--- src/rtl/biquinary_seq_ctrl.sv ---
// biquinary_seq_ctrl: command-driven synchronous BCD decade chain with target match, wrap and biquinary view
module biquinary_seq_ctrl #(
   parameter int DIGITS = 2
) (
   input  logic                  clk,
   input  logic                  rst,
   input  logic                  cmd_valid,
   output logic                  cmd_ready,
   input  logic [1:0]            cmd_op,
   input  logic [4*DIGITS-1:0]   cmd_data,
   input  logic [4*DIGITS-1:0]   target,
   input  logic                  tick,
   output logic [4*DIGITS-1:0]   count_bcd,
   output logic [4*DIGITS-1:0]   count_bq,
   output logic                  running,
   output logic                  done,
   output logic                  match,
   output logic                  wrap
);
   localparam int W = 4*DIGITS;
   localparam logic [1:0] IDLE = 2'd0, RUN = 2'd1, DONE = 2'd2;
   localparam logic [1:0] OP_CLEAR = 2'b00, OP_LOAD = 2'b01, OP_START = 2'b10;
   logic [1:0]   state_q, state_d;
   logic [W-1:0] count_q, count_d, tgt_q, tgt_d, inc;
   logic         ready_q, ready_d, match_q, match_d, wrap_q, wrap_d, all9, accept;
   function automatic logic [W-1:0] bcd_fix(input logic [W-1:0] v);
      logic [W-1:0] r;
      for (int i = 0; i < DIGITS; i++) r[4*i +: 4] = (v[4*i +: 4] > 4'd9) ? 4'd0 : v[4*i +: 4];
      return r;
   endfunction
   // decimal increment; all9 ends high only when every digit carried
   always_comb begin
      all9 = 1'b1;
      inc  = count_q;
      for (int i = 0; i < DIGITS; i++) begin
         if (all9) inc[4*i +: 4] = (count_q[4*i +: 4] == 4'd9) ? 4'd0 : count_q[4*i +: 4] + 4'd1;
         all9 = all9 & (count_q[4*i +: 4] == 4'd9);
      end
   end
   assign accept = cmd_valid & ready_q;
   always_comb begin
      state_d = state_q;
      count_d = count_q;
      tgt_d   = tgt_q;
      ready_d = ~accept;
      match_d = 1'b0;
      wrap_d  = 1'b0;
      if (accept) begin
         case (cmd_op)
            OP_CLEAR: begin count_d = '0; state_d = IDLE; end
            OP_LOAD:  begin count_d = bcd_fix(cmd_data); state_d = IDLE; end
            OP_START: begin tgt_d = bcd_fix(target); state_d = RUN; end
            default:  state_d = (state_q == RUN) ? IDLE : state_q;
         endcase
      end else if (state_q == RUN && tick) begin
         count_d = inc;
         wrap_d  = all9;
         match_d = (inc == tgt_q);
         state_d = (inc == tgt_q) ? DONE : RUN;
      end
   end
   always_ff @(posedge clk) begin
      if (!rst) begin
         state_q <= IDLE;
         count_q <= '0;
         tgt_q   <= '0;
         ready_q <= 1'b1;
         match_q <= 1'b0;
         wrap_q  <= 1'b0;
      end else begin
         state_q <= state_d;
         count_q <= count_d;
         tgt_q   <= tgt_d;
         ready_q <= ready_d;
         match_q <= match_d;
         wrap_q  <= wrap_d;
      end
   end
   assign cmd_ready = ready_q;
   assign count_bcd = count_q;
   assign running   = (state_q == RUN);
   assign done      = (state_q == DONE);
   assign match     = match_q;
   assign wrap      = wrap_q;
   // for d>=5 the low three bits minus 5 (mod 8) give d mod 5
   for (genvar g = 0; g < DIGITS; g++) begin : g_bq
      logic [3:0] d;
      logic       bi;
      assign d  = count_q[4*g +: 4];
      assign bi = (d >= 4'd5);
      assign count_bq[4*g +: 4] = {d[2:0] - (bi ? 3'd5 : 3'd0), bi};
   end
endmodule
--- config.mk ---
export PLATFORM = sky130hd
export DESIGN_NAME = biquinary_seq_ctrl
export DESIGN_NICKNAME = d
export VERILOG_FILES = /design/src/rtl/biquinary_seq_ctrl.sv
export SDC_FILE = /design/constraint.sdc
export NUM_CORES = 1
export LEC_CHECK = 0
export BUFFER_PORTS_ARGS = -buffer_cell sky130_fd_sc_hd__buf_2
export CAP_MARGIN = 10
export CORE_UTILIZATION = 50
export CTS_CLUSTER_DIAMETER = 30
export DETAILED_ROUTE_END_ITERATION = 10
export PLACE_DENSITY_LB_ADDON = 0.08
export SYNTH_ARGS = -nofsm -noshare
export SYNTH_HDL_FRONTEND = slang
export SYNTH_SLANG_ARGS = --single-unit
export TNS_END_PERCENT = 10
--- constraint.sdc ---
create_clock -name clk -period 2.95 [get_ports clk]
set_input_delay 0.1475 -clock clk [delete_from_list [all_inputs] [get_ports clk]]
set_output_delay 0.1475 -clock clk [all_outputs]
set_load 0.005 [all_outputs]
==> key figures, run 1 <==
GRT
  – First-pass GRT wire length: 6065 microns
  – Gr ovfl total: 0
  – Largest net degree at the start of global routing: 16
  – Antenna violations before repair: 0
  – Global-route usage over all layers: 0.2351
  – Vias in the first global route: ~1400

Floorplanning
  – Die height: around 57 microns
  – Die area: about 3300 sq um
  – I/O Pins: 43
  – Die W: 57.12 microns
  – Starting density of the core: 0.5415
  – Core Region: between 2000 and 3000 sq um
  – Floorplan row count: 19

STA
  – Post-route setup TNS: 0 ns
  – Highest clock rate: 438.4 MHz
  – Final Hold Fails: 0
  – RSZ-0062 raised after global routing: no
  – Max-slew violations: 0
  – Max-slew headroom: 0.3626
  – Crit path time final: roughly 2.3 ns
  – Fin Clk Skew: roughly 0.0095 ns
  – Final setup viols: 0
  – Final Cycle Share: 0.7732
  – Slew at the pin closest to its max-slew limit: 0.9541 ns
  – Hold slack: 0.05075 ns

Logic synthesis
  – YS warnings: 0
  – Primary FF master, synth: dfxtp_1
  – Yosys cell types: 50
  – Sequential element share of the synthesized area: 0.2768
  – Instance count of the mapped netlist: slightly below 200
  – Post-synth EDFFs: 0
  – Number of synthesized register bits: 21
  – Synth top area cells: dfxtp_1 (28%), ha_1 (5.8%), nand2_1 (5.4%)
  – Top cell type by total area after synthesis: dfxtp_1
  – Syn Std Cell Area: between 1500 and 2000 sq um
  – Ys async rst share: 0
  – Mapped Nets: 228
  – Syn_area_per_cell: ~7.6 sq um
  – Post-synth top area share: 0.2768

Layout
  – Diode count: 0
  – P&R area growth vs syn: 14.50%
  – Ratio of cells with drive above 1 in the final layout: 0.2119
  – Nets: 266
  – Fillers: around 250

Critical path
  – WP buf/inv: 2
  – CP endpoint kind: primary output
  – CP Data Arrival Time: between 2 and 2.5 ns
  – CP top delay family: adder cells
  – Critical path class: flop to primary output
  – CP startpoint kind: flop
  – Slowest stage delay, CP: between 0.4 and 0.5 ns
  – Critical Path Most Common Cell: ha_1
  – Critical path's slowest cell: dfxtp_1
  – Critical Path Fanout Max: 7
  – Cells along the critical path: inv_1 -> ha_1 -> nand2b_1 -> a21o_1 -> ha_1 -> ha_1 -> xnor2_1 -> buf_2
  – Crit path required time: 2.80 ns

Clock network
  – CTS H-tree depth: 1
  – Post-CTS Resized: 0
  – Num CTS Buffers: 3
  – CTS Hold Bufs: 0
  – Root Buffer: clkbuf_4
  – Skew-Pair Late Insertion Delay: 0.32 ns
  – CTS sink count: 21
  – TritonCTS clock tree: yes
  – Number of setup buffers added after CTS: 0
  – Max Buffers Root-to-Sink: 2
  – Worst-path clk slew: around 0.13 ns

Place
  – # port buffers: 42
  – Routability-driven placement congestion ratio: 0.8446
  – DPL Wire Length: approximately 2800 microns

Min path
  – Hold Path Class: input pin to flop

Drt
  – DR iter-0 viols: slightly below 100
  – Per-cell routed wire length: between 10 and 15 microns
  – Routed wire length: 3627 microns
  – Pre-antenna DRT Iters: 7
  – Remaining DRCs: 10
  – Routed Antenna Nets: 0
  – Total number of vias: between 1500 and 2000
  – DR vias/cell: 5.865

Power
  – VDD IR max: 0.1647 mV
  – Overall Power: 0.0006218 W
  – P_int: 0.0004210 W
  – Switching part of the total: 0.3229
  – Power per cell area: around 360 nW/um^2
  – Sequential Power Share: 0.506
  – Net Sw Power: between 0.0002 and 0.00025 W
  – Leak: 0.7195 nW
  – Clock power share: 0.239
  – Gate power share: 0.254

Outcome
  – Run status: finished, violations left
  – Violated checks: DRC

Job
  – Max-Cap Viols: 0
-- power groups by stage --
| stage | sequential [W] | clock [W] | combinational, W |
|---|---|---|---|
| final | 0.000315 | 0.000149 | 0.000158 |
| after global routing | 0.000318 | 0.000167 | 0.000178 |
| after CTS | 0.000314 | 0.000154 | 0.000159 |
| after detailed placement | 0.000321 | 0 | 0.000158 |
| after global placement | 0.000319 | 0 | 0.000155 |
| after floorplan | 0.000309 | 0 | 0.000112 |
-- layer usage --
layer,track usage,up-vias,part of all wire
li1,-,792,-
met1,0.3291,702,0.48
met2,0.3714,67,0.42
met3,0.02948,5,0.085
met4,0.08711,0,0.014
met5,0,-,0
-- final cells by class --
cell class                 instances  area, sq um  share of cell area
clock buffer                       4        26.28             0.01511
inverter                          12        45.04             0.02590
multi-input combinational        155        983.4              0.5655
sequential                        21        420.4              0.2417
tap                               31        38.79             0.02230
timing repair buffer              44        225.2              0.1295
-- final timing paths --
kind,startpoint,slack (ns),cells past startpoint,endpoint
setup / recovery,count_bcd[5],0.67,8,count_bq[7]
hold / removal,rst,0.05,2,cmd_ready
setup reg to reg,count_bcd[4],0.84,7,state_q[0]
hold reg to reg,tgt_q[5],0.48,2,tgt_q[5]
-- stage by stage --
step           utilization  worst slack, ns  area (sq um)  cells
2_1_floorplan            -            1.137          1519    199
3_3_place_gp        0.6106           0.9835          1713    263
3_5_place_dp        0.6106           0.8904          1713    263
4_1_cts             0.6200           0.6693          1739    267
5_1_grt             0.6200           0.5326          1739    267
6_report            0.6200           0.6689          1739    267
-- layout by cell type (no fill, tap or decap), types with 7 or more instances in the layout --
cell type and count:
buf_2 42, nand2_1 22, dfxtp_1 21, a21oi_1 16
o21ai_0 15, nor2_1 15, inv_1 12, nand3_1 9
nand3b_1 7, ha_1 7
-- state kept, by name (all words and copies together) (netlist names) --
name and count:
wrap 1, count_bcd 8, tgt_q 8, state_q 2, cmd_ready 1, match 1
-- logic make-up (layout without fill, tap and decap cells) --
group,count (synthesis),after routing,share of synthesized area
and+or+nand+nor,78,78,0.2792
buffers and inverters,23,60,0.07578
adders and majority gates,7,7,0.05766
AOI/OAI and AO/OA,64,64,0.2760
xor gates and xnor gates,6,6,0.03460
DFF,21,21,0.2768
-- worst reg2reg max path: cells and delay by family (launching register included) --
kind,cells,cell delay (ns)
flip-flops,1,0.58
adder cells (fa/ha/maj),1,0.30
AO/OA/AOI/OAI,3,0.51
AND/OR/NAND/NOR,3,0.59
-- synth_stat cells, types with 3 or more instances --
master and n:
dfxtp_1 21, a31oi_1 3, inv_1 12, a211oi_1 3
o21ai_0 15, clkbuf_1 4, buf_4 3, xnor2_1 5
nor2b_1 3, nand3b_1 7, a22oi_1 3, ha_1 7
nand2b_1 4, nor2_1 15, a21boi_0 4, nand3_1 9
and3b_1 3, nand2_1 22, a21oi_1 16
Note: power is estimated with default switching activity, not from simulation.
==> inputs of run 2 (changes only) <==
- CORE_UTILIZATION: 50 -> 47
- clock period: 2.95 -> 1.9 ns (I/O delays scaled with it)
==> key figures, run 2 (synthesized netlist as in run 1, its figures left out) <==
Clock network
  – TritonCTS clock tree: yes
  – Num CTS Buffers: 3 (unchanged)
  – Root Buffer: clkbuf_4
  – Max Buffers Root-to-Sink: 2 (unchanged)
  – Skew-Pair Late Insertion Delay: 0.33 ns (about the same)
  – Worst-path clk slew: 0.13 ns (about the same)
  – CTS sink count: 21 (unchanged)
  – CTS H-tree depth: 1 (unchanged)

Critical path
  – FF-to-FF setup slack: 0.06 ns (-0.78 ns)
  – FF-to-FF End: state_q[1]
  – Critical path's slowest cell: dfxtp_4
  – Reg2reg start: count_bcd[4]
  – Critical path depth: 9 (+1)
  – Critical Path Fanout Max: 3 (-4)
  – Critical Path Most Common Cell: ha_4
  – CP Data Arrival Time: 1.85 ns (-0.28 ns)
  – CP startpoint: count_bcd[4]
  – CP endpoint kind: primary output
  – Slowest stage delay, CP: 0.38 ns (-0.08 ns)
  – Reg2reg path depth: 7 (unchanged)
  – Cells along the critical path: buf_6 -> inv_4 -> ha_4 -> nand2b_4 -> a21o_1 -> ha_4 -> ha_4 -> xnor2_2 -> buf_2
  – Crit path capture: count_bq[7]
  – CP top delay family: adder cells
  – Critical path class: flop to primary output
  – WP buf/inv: 3 (+1)
  – CP startpoint kind: flop
  – Crit path required time: 1.80 ns (-1.00 ns)

Layout
  – Diode count: 0 (unchanged)
  – Post-layout util: 0.6475 (+0.02756)
  – P&R area growth vs syn: 30.15%
  – Ratio of cells with drive above 1 in the final layout: 0.3214 (+0.1096)
  – Commonest non-fill, non-tap cells in the layout: buf_2 (41), nand2_1 (22), a21oi_1 (16), buf_4 (16)
  – Nets: 282 (+6.0%)
  – Multi-input logic area: 1055 sq um (+7.3%)
  – Fillers: 284 (+13%)
  – Sequential standard cell area: 432.9 sq um (+3.0%)
  – Commonest non-fill, non-tap cell in the layout: buf_2

STA
  – Max-slew headroom: 0.6333 (+0.2707)
  – Final setup viols: 3 (+3)
  – Final Cycle Share: 1.022
  – Slew at the pin closest to its max-slew limit: 0.5495 ns (-0.4046 ns)
  – Crit path time final: roughly 1.9 ns
  – Final WS setup: -0.04152 ns (-0.7105 ns)
  – RSZ-0062 raised after global routing: yes
  – Fin Clk Skew: 0.01391 ns (+0.004402 ns)
  – Final Hold Fails: 0 (unchanged)
  – Max-slew violations: 0 (unchanged)
  – Highest clock rate: between 500 and 600 MHz

Outcome
  – Violated checks: setup timing
  – Run status: finished, violations left

GRT
  – Gr ovfl total: 0 (unchanged)
  – Antenna violations before repair: 0 (unchanged)
  – Global-route usage over all layers: 0.2518 (+0.01675)
  – Vias in the first global route: 1460 (+3.8%)
  – First-pass GRT wire length: 6651 microns (+9.7%)
  – Largest net degree at the start of global routing: 16 (unchanged)

Drt
  – Remaining DRCs: 0 (-10)
  – DR iter-0 viols: 98 (unchanged)
  – Routed wire length: 4116 microns (+13%)
  – DR vias/cell: 5.568 (-5.1%)
  – Pre-antenna DRT Iters: 4 (-3)
  – Per-cell routed wire length: 13.91 microns (+2.4%)
  – Routed Antenna Nets: 0 (unchanged)
  – Total number of vias: 1648 (+5.2%)

Power
  – Overall Power: 0.001041 W (+67%)
  – Leak: 0.8197 nW (+14%)
  – Power per cell area: 526.3 nW/um^2 (+47%)
  – VDD IR max: 0.3282 mV (+99%)

Job
  – Max-Cap Viols: 0 (unchanged)

Min path
  – Hold Path Class: input pin to flop

Floorplanning
  – Die height: 58.85 microns (+3.0%)
  – Starting density of the core: 0.4975 (-0.04394)
  – Floorplan row count: 20 (+1)
  – Die W: 58.85 microns (+3.0%)
  – Core Region: 3053 sq um (+8.8%)
  – Die area: 3463 sq um (+6.2%)
  – I/O Pins: 43 (unchanged)

Place
  – # port buffers: 42 (unchanged)
  – Routability-driven placement congestion ratio: 0.9619 (+14%)
  – Place WS: -0.001910 ns (-0.8923 ns)
  – DPL Wire Length: 3070 microns (+10%)
run 2: worst min path at each step:
stage | start | to | slack [ns] | cells past startpoint
CTS | target[0] | tgt_q[0] | 0.02 | 3
floorplan | rst | cmd_ready | 0.16 | 1
global route | target[0] | tgt_q[0] | 0.03 | 3
detailed placement | rst | cmd_ready | 0.33 | 2
global placement | rst | cmd_ready | 0.33 | 2
finish | target[0] | tgt_q[0] | 0.01 | 3
run 2: routing by layer:
layer,GRT usage,wire length (microns)
met5,0,0
met2,0.3929,1839
met4,0.1156,104
met3,0.02637,221
met1,0.3486,1950
run 2: cell type report:
| class | count | share of cell area |
|---|---|---|
| clock buffer | 4 | 0.01329 |
| timing repair buffer | 60 | 0.1810 |
| tap | 44 | 0.02785 |
| sequential | 21 | 0.2190 |
| inverter | 12 | 0.02532 |
| multi-input combinational | 155 | 0.5335 |
run 2: repair_timing:
action	CTS	global route
hold endpoints to repair	1	0
gates resized for setup	15	11
endpoints found under the setup margin	5	7
pin swaps	3	6
hold buffers	1	0
setup buffers	2	0
run 2: report_power, final:
part	internal, W	switching (W)
Clock	0.0000824	0.000154
Combinational	0.000163	0.000160
Sequential	0.000457	0.0000243
Total	0.000702	0.000339
run 2: through the flow:
stage          hold WS [ns]  area [sq um]  cells  setup TNS, ns
2_1_floorplan        0.1569          1519    199              0
3_3_place_gp         0.3307          1827    289              0
3_5_place_dp         0.3305          1827    289      -0.001910
4_1_cts             0.01803          1927    296       -0.05944
5_1_grt             0.03483          1977    296        -0.3290
6_report            0.01256          1977    296       -0.05573
run 2: tightest hold or removal path, cell delays in order:
cell     delay (ns)
buf_2          0.09
nand3_1        0.06
a21oi_1        0.06
==> inputs of run 3 (changes only) <==
- CORE_UTILIZATION: 47 -> 50
- clock period: 1.9 -> 1.8 ns (I/O delays scaled with it)
==> key figures, run 3 (synthesized netlist as in run 1, its figures left out) <==
Place
  – Placed instance area: 1878 sq um (+2.8%)
  – Post-Place Cells: 285 (-1.4%)
  – Routability-driven placement congestion ratio: 0.9078 (-5.6%)
  – DPL Wire Length: 3166 microns (+3.1%)
  – # port buffers: 42 (unchanged)

Critical path
  – CP startpoint kind: flop
  – Reg2reg start: count_bcd[5]
  – CP startpoint: count_bcd[5]
  – CP Data Arrival Time: 1.77 ns (-0.08 ns)
  – FF-to-FF End: state_q[1]
  – Crit path required time: 1.71 ns (-0.09 ns)
  – FF-to-FF setup slack: 0.01 ns (-0.05 ns)
  – CP endpoint kind: primary output
  – Reg2reg path depth: 9 (+2)
  – Critical Path Fanout Max: 2 (-1)
  – Critical path class: flop to primary output
  – Crit path capture: count_bq[6]

Drt
  – DR vias/cell: 5.795 (+4.1%)
  – Remaining DRCs: 10 (+10)
  – Total number of vias: 1698 (+3.0%)
  – DR iter-0 viols: 140 (+43%)
  – Routed wire length: 4104 microns (-0.29%)
  – Routed Antenna Nets: 0 (unchanged)
  – Per-cell routed wire length: 14.01 microns (+0.73%)
  – Pre-antenna DRT Iters: 7 (+3)

Floorplanning
  – I/O Pins: 43 (unchanged)
  – Core Region: 2805 sq um (-8.1%)
  – Die area: 3262 sq um (-5.8%)
  – Starting density of the core: 0.5415 (+0.04394)
  – Die W: 57.12 microns (-2.9%)
  – Die height: 57.12 microns (-2.9%)
  – Floorplan row count: 19 (-5.0%)

Clock network
  – CTS H-tree depth: 1 (unchanged)
  – Max Buffers Root-to-Sink: 2 (unchanged)
  – TritonCTS clock tree: yes
  – Worst-path clk slew: 0.13 ns (about the same)
  – Skew-Pair Late Insertion Delay: 0.32 ns (about the same)
  – Root Buffer: clkbuf_4
  – CTS sink count: 21 (unchanged)
  – Num CTS Buffers: 3 (unchanged)

STA
  – Final Hold Fails: 0 (unchanged)
  – RSZ-0062 raised after global routing: yes
  – Fin Clk Skew: 0.001302 ns (-0.01261 ns)
  – Max-slew violations: 0 (unchanged)
  – Slew at the pin closest to its max-slew limit: 0.5340 ns (-0.01548 ns)
  – Max-slew headroom: 0.6436 (+0.01033)
  – Crit path time final: 1.863 ns
  – Highest clock rate: 536.8 MHz
  – Final Cycle Share: 1.035
  – Hold slack: 0.01171 ns (-0.0008536 ns)
  – Final WS setup: -0.06300 ns (-0.02148 ns)
  – Final setup viols: 2 (-1)
  – Post-route setup TNS: -0.1203 ns (-0.06459 ns)

GRT
  – Met1 Use GR: 0.3647 (+0.01601)
  – Vias in the first global route: 1496 (+2.5%)
  – First-pass GRT wire length: 6699 microns (+0.72%)
  – Gr ovfl total: 0 (unchanged)
  – GR met3 Demand/Resource: 0.04762 (+0.02125)
  – GRT met2 Usage: 0.4252 (+0.03235)
  – Largest net degree at the start of global routing: 16 (unchanged)
  – Most used routing layer: met2
  – Global-route usage over all layers: 0.2658 (+0.01400)
  – Antenna violations before repair: 0 (unchanged)

Outcome
  – Violated checks: DRC, setup timing
  – Run status: finished, violations left

Layout
  – Nets: 292 (+3.5%)
  – Diode count: 0 (unchanged)
  – P&R area growth vs syn: 32.21%
  – Commonest non-fill, non-tap cells in the layout: buf_2 (42), buf_4 (25), nand2_1 (22)
  – Ratio of cells with drive above 1 in the final layout: 0.3435 (+0.02208)
  – Commonest non-fill, non-tap cell in the layout: buf_2
  – Finished Layout Cells: 293 (-1.0%)
  – Post-Layout Inst Area: 2008 sq um (+1.6%)

Job
  – Max-Cap Viols: 0 (unchanged)

Min path
  – Hold Path Class: input pin to flop

Power
  – Overall Power: 0.001096 W (+5.3%)
  – Sequential Power Share: 0.459 (-0.003)
  – P_int: 0.0007383 W (+5.2%)
  – VDD IR max: 0.5496 mV (+67%)
  – Net Sw Power: 0.0003576 W (+5.5%)
  – Switching part of the total: 0.3263 (+0.0004587)
  – Clock power share: 0.229 (about the same)
  – Leak: 0.8542 nW (+4.2%)
  – Gate power share: 0.313 (+0.003)
  – Power per cell area: 545.7 nW/um^2 (+3.7%)
-- run 3: cell count changes in the layout (fill, tap and decap cells not counted), moves of 2 or more --
cell and delta:
dfxtp_4 -2, inv_4 -2, ha_2 +2, buf_4 +9
-- run 3: area by class of cell --
cell class / instances / area [sq um]
multi-input cells: 155 / 1037
well taps: 31 / 38.79
fillers: 236 / 797.0
repair buffers: 70 / 430.4
clock buffers: 3 / 22.52
flip-flops and latches: 21 / 426.7
clock inverters: 1 / 7.507
inverters: 12 / 45.04
-- run 3: critical path, cell delays in order (launching register included) --
cell	delay, ns
dfxtp_2	0.35
inv_2	0.07
buf_6	0.10
ha_4	0.13
nand2b_4	0.04
a21o_1	0.17
ha_2	0.19
ha_4	0.25
inv_1	0.03
buf_2	0.11
-- run 3: routing by layer --
metal	vias up	wire length (microns)
met2	71	1850
met4	0	48
met3	6	303
met1	775	1901
li1	846	-
met5	-	0
-- run 3: repair_timing --
| item | CTS | global route |
|---|---|---|
| setup endpoints to repair | 6 | 7 |
| pin swaps | 5 | 2 |
| resized for setup | 19 | 1 |
| cloned | 0 | 0 |
| setup buffers | 3 | 0 |
| hold buffers | 0 | 1 |
| endpoints found under the hold margin | 0 | 1 |
-- run 3: how the worst min path moves through the flow --
| stage | start | end | slack (ns) | cells after the start |
|---|---|---|---|---|
| after floorplan | rst | cmd_ready | 0.15 | 1 |
| after global placement | rst | cmd_ready | 0.32 | 2 |
| after detailed placement | rst | cmd_ready | 0.34 | 2 |
| after CTS | rst | cmd_ready | 0.002 | 2 |
| after global routing | rst | cmd_ready | 0.004 | 2 |
| final | rst | cmd_ready | 0.01 | 2 |
-- run 3: stage by stage --
stage / setup WS [ns] / util
global placement: 0.01496 / 0.6695
detailed placement: 0.002106 / 0.6695
global route: -0.1354 / 0.7159
CTS: -0.07738 / 0.7119
floorplan: 0.08342 / -
finish: -0.06300 / 0.7159
-- run 3: power by group through the flow --
stage	Clock, W	Combinational [W]	Sequential (W)
after floorplan	0	0.000184	0.000507
after global placement	0	0.000309	0.000508
after detailed placement	0	0.000316	0.000510
after CTS	0.000255	0.000337	0.000502
after global routing	0.000275	0.000376	0.000506
final	0.000251	0.000343	0.000503
